**src/rtl/digit_scroller_pkg.sv**
```systemverilog
// digit_scroller_pkg: display constants, FSM state type and the digit-to-bit-slice
// mapping that both the scroller and the TM1638 driver use.
package digit_scroller_pkg;

   localparam int DIGITS  = 8;
   localparam int DIGIT_W = 4;
   localparam int SEG_W   = DIGITS * DIGIT_W;

   typedef enum logic {
      IDLE = 1'b0,
      RUN  = 1'b1
   } state_t;

   // Lowest bit of window digit k on the digit bus; digit 0 is leftmost.
   function automatic int seg_lsb(input int k);
      return k * DIGIT_W;
   endfunction

endpackage

```
**src/rtl/digit_scroller_tick.sv**
```systemverilog
// tick_prescaler: counts enabled cycles 0..TICK_DIV-1 and pulses tick on the
// terminal count. clear restarts the count from zero and masks tick.
module tick_prescaler #(
   parameter int TICK_DIV = 50_000_000
) (
   input  logic clk,
   input  logic rst_n,
   input  logic clear,
   input  logic enable,
   output logic tick
);

   localparam int            CW   = (TICK_DIV > 1) ? $clog2(TICK_DIV) : 1;
   localparam logic [CW-1:0] TERM = CW'(TICK_DIV - 1);

   logic [CW-1:0] count;

   assign tick = enable && !clear && (count == TERM);

   // Cycle counter; holds its value while enable is low.
   // NOTE: sequential state uses non-blocking assignments so every flop samples pre-edge values.
   always_ff @(posedge clk or negedge rst_n) begin
      if (!rst_n) begin
         count <= '0;
      end else if (clear || tick) begin
         count <= '0;
      end else if (enable) begin
         count <= count + CW'(1);
      end
   end

endmodule

```
**src/rtl/digit_scroller.sv**
```systemverilog
// digit_scroller: programmable hex-digit marquee feeding the TM1638 driver.
// Shows an 8-digit window of a message held in a small memory, advancing one
// digit per prescaler tick. Define DIGIT_SCROLLER_BOUNCE_EN for ping-pong
// scrolling; the default build wraps the head modulo the message length.
module digit_scroller
   import digit_scroller_pkg::*;
#(
   parameter  int MSG_LEN  = 16,
   parameter  int TICK_DIV = 50_000_000,
   localparam int AW       = $clog2(MSG_LEN)
) (
   input  logic             clk,
   input  logic             rst_n,
   input  logic             wr_en,
   input  logic [AW-1:0]    wr_addr,
   input  logic [3:0]       wr_data,
   input  logic [AW:0]      len,
   input  logic             start,
   input  logic             stop,
   input  logic             hold,
   input  logic             dir,
   output logic [SEG_W-1:0] seg_out,
   output logic             step_pulse,
   output logic             busy
);

   localparam logic [AW:0] MSG_LEN_V = (AW+1)'(MSG_LEN);
   localparam logic [AW:0] ONE_L     = (AW+1)'(1);

   state_t               state, state_next;
   logic [DIGIT_W-1:0]   mem [MSG_LEN];
   logic [AW-1:0]        head, head_step, load_head;
   logic [AW:0]          msg_len, len_clamp, load_len, head_p1, idx;
   logic [SEG_W-1:0]     win;
   logic                 start_ok, load, tick;
`ifdef DIGIT_SCROLLER_BOUNCE_EN
   logic                 bounce_dn, bounce_dn_next, up;
   logic [AW:0]          limit;
`endif

   // stop always beats start; a zero length start is ignored.
   assign len_clamp = (len > MSG_LEN_V) ? MSG_LEN_V : len;
   assign start_ok  = start && !stop && (len != '0);
   assign head_p1   = {1'b0, head} + ONE_L;
   assign busy      = (state == RUN);

   tick_prescaler #(.TICK_DIV(TICK_DIV)) u_tick (
      .clk    (clk),
      .rst_n  (rst_n),
      .clear  (start_ok || stop),
      .enable ((state == RUN) && !hold),
      .tick   (tick)
   );

   // FSM state register.
   always_ff @(posedge clk or negedge rst_n) begin
      if (!rst_n) state <= IDLE;
      else        state <= state_next;
   end

   // Next state and window-load decision; tick only fires while in RUN.
   // NOTE: every combinational output gets a default first, so no path leaves it unassigned (no latch).
   always_comb begin
      state_next = state;
      load       = 1'b0;
      if (stop) begin
         state_next = IDLE;
      end else if (start_ok) begin
         state_next = RUN;
         load       = 1'b1;
      end else if (tick) begin
         load = 1'b1;
      end
   end

   // Head position after one scroll step.
   always_comb begin
`ifdef DIGIT_SCROLLER_BOUNCE_EN
      limit          = msg_len - (AW+1)'(DIGITS);
      up             = 1'b0;
      head_step      = '0;
      bounce_dn_next = bounce_dn;
      if (msg_len > (AW+1)'(DIGITS)) begin
         up             = bounce_dn ? (head == '0) : (head_p1 <= limit);
         head_step      = up ? head_p1[AW-1:0] : head - AW'(1);
         bounce_dn_next = up ? (head_p1 == limit) : (head != AW'(1));
      end
`else
      if (dir) head_step = (head == '0) ? AW'(msg_len - ONE_L) : head - AW'(1);
      else     head_step = (head_p1 == msg_len) ? '0 : head_p1[AW-1:0];
`endif
   end

   // Window contents for the next load; a same-cycle write is forwarded.
   always_comb begin
      load_len  = start_ok ? len_clamp : msg_len;
      load_head = start_ok ? '0 : head_step;
      idx       = {1'b0, load_head};
      win       = '0;
      for (int k = 0; k < DIGITS; k++) begin
         win[seg_lsb(k) +: DIGIT_W] = (wr_en && (wr_addr == idx[AW-1:0])) ? wr_data
                                                                          : mem[idx[AW-1:0]];
         idx = idx + ONE_L;
         if (idx >= load_len) idx = '0;
      end
   end

   // Message memory, writable in any state.
   // NOTE: the memory is reset explicitly because a reset must clear the message.
   always_ff @(posedge clk or negedge rst_n) begin
      if (!rst_n) begin
         for (int i = 0; i < MSG_LEN; i++) mem[i] <= '0;
      end else if (wr_en) begin
         mem[wr_addr] <= wr_data;
      end
   end

   // Head, latched length, displayed window and step strobe.
   always_ff @(posedge clk or negedge rst_n) begin
      if (!rst_n) begin
         head       <= '0;
         msg_len    <= '0;
         seg_out    <= '0;
         step_pulse <= 1'b0;
`ifdef DIGIT_SCROLLER_BOUNCE_EN
         bounce_dn  <= 1'b0;
`endif
      end else begin
         step_pulse <= load;
         if (load) seg_out <= win;
         if (start_ok) begin
            msg_len   <= len_clamp;
            head      <= '0;
`ifdef DIGIT_SCROLLER_BOUNCE_EN
            bounce_dn <= dir;
`endif
         end else if (load) begin
            head      <= head_step;
`ifdef DIGIT_SCROLLER_BOUNCE_EN
            bounce_dn <= bounce_dn_next;
`endif
         end
      end
   end

endmodule

```
**config.mk**
```make
export PLATFORM = sky130hd
export DESIGN_NAME = digit_scroller
export DESIGN_NICKNAME = d
export VERILOG_FILES = /design/src/rtl/digit_scroller_pkg.sv /design/src/rtl/digit_scroller_tick.sv /design/src/rtl/digit_scroller.sv
export SDC_FILE = /design/constraint.sdc
export NUM_CORES = 1
export LEC_CHECK = 0
export BUFFER_PORTS_ARGS = -buffer_cell sky130_fd_sc_hd__buf_2
export CORE_AREA = 2 2 191 137
export DETAILED_ROUTE_END_ITERATION = 12
export DIE_AREA = 0 0 193 139
export PLACE_DENSITY_LB_ADDON = 0.05
export SLEW_MARGIN = 20
export SYNTH_ARGS = -nofsm -noshare
export SYNTH_HDL_FRONTEND = slang
export SYNTH_SLANG_ARGS = --single-unit
```
**constraint.sdc**
```tcl
create_clock -name clk -period 29.9 [get_ports clk]
set_clock_uncertainty 0.2 [all_clocks]
set_input_delay 4.485 -clock clk [delete_from_list [all_inputs] [get_ports clk]]
set_output_delay 4.485 -clock clk [all_outputs]
set_load 0.01 [all_outputs]
```
==> metrics.md <==
| Metric | Value |
|---|---|
| DRC | `0` |
| Via count | `13400` |
| Fin nets | `1742` |
| Async SR Flop Fraction | `100%` |
| Min Tclk post-route | `27.52 ns` |
| Relative slew slack | `23.0%` |
| Net Count, Synth | `1832` |
| Port Buffers | `53` |
| Worst-path clk slew | `0.06 ns` |
| Number of CTS-inserted buffers | `17` |
| Worst path max stage delay | `0.85 ns` |
| Synth area leaders | `dfrtp_1 (25%), nand2_1 (11%), mux2i_1 (6.3%), mux2_2 (4.8%), ha_1 (4.4%)` |
| Share of layout cells above drive strength 1 | `11.4%` |
| Top-count cell post-synth | `nand2_1` |
| Setup TNS | `0 ns` |
| Top FF cell, synth | `dfrtp_1` |
| Starting Density | `52.2%` |
| Hold Path Origin | `seg_out[7]` |
| RSZ-0062 raised after global routing | `no` |
| WP data required | `30.01 ns` |
| Final hold violation count | `0` |
| Setup crit start kind | `primary input` |
| Worst min path class | `reg -> reg` |
| Worst R2R Start | `head[0]` |
| Number of fill cells | `2436` |
| Root Buffer | `clkbuf_16` |
| Global-route wire length before repair | `77000 um` |
| Fin area | `13800 um2` |
| Yosys warnings | `0` |
| Worst-path fanout max | `35` |
| R2R Path End | `seg_out[28]` |
| Setup violations, final | `0` |
| Slew Viols, Final | `0` |
| WL final | `50100 um` |
| Arrival time at the worst endpoint | `27.63 ns` |
| Hold-fix buffers at CTS | `0` |
| Clock sinks | `133` |
| WL/cell | `24.8 um` |
| Die area | `26800 um2` |
| R2R Setup Slk | `5.37 ns` |
| Initial DRC count | `2013` |
| Area Overhead vs Synth | `5.19%` |
| Gr ovfl total | `0` |
| Post-synth cell types | `82` |
| Initial antenna violation count | `0` |
| Clock Tree Buf Depth | `2` |
| Max Freq | `36.3 MHz` |
| Final period utilization | `92.0%` |
| Cell area after synthesis | `13100 um2` |
| Post-detail-place hpwl | `34900 um` |
| Max_cap viols | `0` |
| H-tree levels | `4` |
| Core Rows | `49` |
| CP top delay family | `simple AND/OR/NAND/NOR gates` |
| Die outline height | `139 um` |
| Stages on worst setup path | `80` |
| Setup Crit Path Kind | `in -> reg` |
| Critical path's slowest cell | `inv_1` |
| Post-synth top area share | `25.4%` |
| Measured slew at the worst slew-check pin | `1.15 ns` |
| Post-CTS Setup Inserts | `0` |
| Reg2Reg Depth | `82` |
| Post-DRT Antenna Nets | `0` |
| Core Area | `25100 um2` |
| Vias per cell | `6.65` |
| Worst Setup End Kind | `flip-flop` |
| Most frequent cells after synthesis | `nand2_1 (383), clkbuf_1 (140), dfrtp_1 (133), nor2_1 (110), o21ai_0 (106)` |
| CP startpoint | `len[0]` |
| Die Wd | `193 um` |
| Final core utilization | `54.9%` |
| Vias in the first global route | `12400` |
| Cells after synthesis | `1766` |
| GPL Wtd Cong | `1.02` |
| Most used cell, CP | `ha_1` |
| Antenna Cells | `0` |
| Bufs and invs on worst path | `14` |
| Yosys reg bits | `133` |
| CTS resizes | `0` |
| GRT Total Usage | `37.8%` |
| Avg Inst Size Synth | `7.43 um2` |
| I/O pin count | `54` |
| Status | `finished, final reports clean` |
| DRT Pass-1 Iters | `6` |
| Synth area leader | `dfrtp_1` |
| Critical Path Sink | `seg_out[28]` |
| Seq/Total Area, Yosys | `25.4%` |
| Number of synthesized flops with an enable pin | `0` |
| Clock latency on the worst-skew pair | `0.44 ns` |
| CTS tree | `built` |
| Largest net degree at the start of global routing | `76` |
| Post-Place Cell Area | `13200 um2` |
-- worst min-delay path, stage by stage (launching register included) --
cell and delay [ns]:
dfrtp_1 0.33, nand2_1 0.04, o21ai_0 0.06
-- kinds of logic (layout without fill, tap and decap cells) --
| family | count (synthesis) | count (layout) | synth area share [%] |
|---|---|---|---|
| xor gates and xnor gates | 72 | 72 | 5.15 |
| and+or+nand+nor | 738 | 738 | 25.2 |
| muxes | 148 | 148 | 12.6 |
| adders and majority gates | 46 | 46 | 4.39 |
| buffers and inverters | 219 | 142 | 6.66 |
| DFF | 133 | 133 | 25.4 |
| AOI/OAI and AO/OA | 410 | 410 | 20.6 |
-- area by class of cell --
class                      instances  area (um2)  area share, %
clock buffer                      18         439           3.18
clock inverter                    14         140           1.02
inverter                          38         143           1.03
multi-input combinational       1414        8910           64.6
sequential                       133        3330           24.1
tap                              331         414           3.00
timing repair buffer              72         414           3.00
-- per-stage QoR --
step           hold WS, ns  instances  worst slack [ns]
2_1_floorplan        0.297       1766              5.47
3_3_place_gp         0.257       1988              3.13
3_5_place_dp         0.265       1988              2.44
5_1_grt              0.307       2020             0.327
6_report             0.271       2020              2.38
4_1_cts              0.279       2020              2.89
-- state kept, by name, indices dropped and copies added, names as in the netlist --
name          cells
step_pulse        1
head              4
seg_out          32
u_tick.count     26
msg_len           5
busy              1
mem              64
-- cell usage in the layout (no fill, tap or decap), drive strengths merged, types with 9 or more instances in the layout --
master  netlist  layout
xor2         29      29
a21oi        87      87
or3          12      12
a21o         16      16
and3         29      29
buf          36      72
nand3        82      82
ha           46      46
nor3         34      34
dfrtp       133     133
clkbuf      145      18
mux2i        85      85
and2         23      23
nor2        110     110
o221ai       20      20
inv          35      42
a311oi       35      35
o21ai       111     111
nand2       384     384
a211oi       32      32
nand2b       17      17
o211ai       15      15
nand3b        9       9
o22ai        16      16
xnor2        43      43
nand4        11      11
a31oi        34      34
mux2         57      57
-- worst min-delay path by stage --
stage	end	slack (ns)	depth (start not counted)
after floorplan	u_tick.count[15]	0.30	2
after global placement	seg_out[4]	0.26	2
after detailed placement	seg_out[0]	0.27	2
after CTS	seg_out[7]	0.28	2
after global routing	seg_out[0]	0.31	2
final	seg_out[7]	0.27	2
-- per-layer routing --
metal  GRT usage (%)  wire, um
met1            56.0     21500
met2            51.7     20100
met3            10.7      6450
met4            13.9      2050
met5               0         0
Power is not shown: default switching activity piles up to over one toggle a cycle in this logic, so the estimate is an artifact.
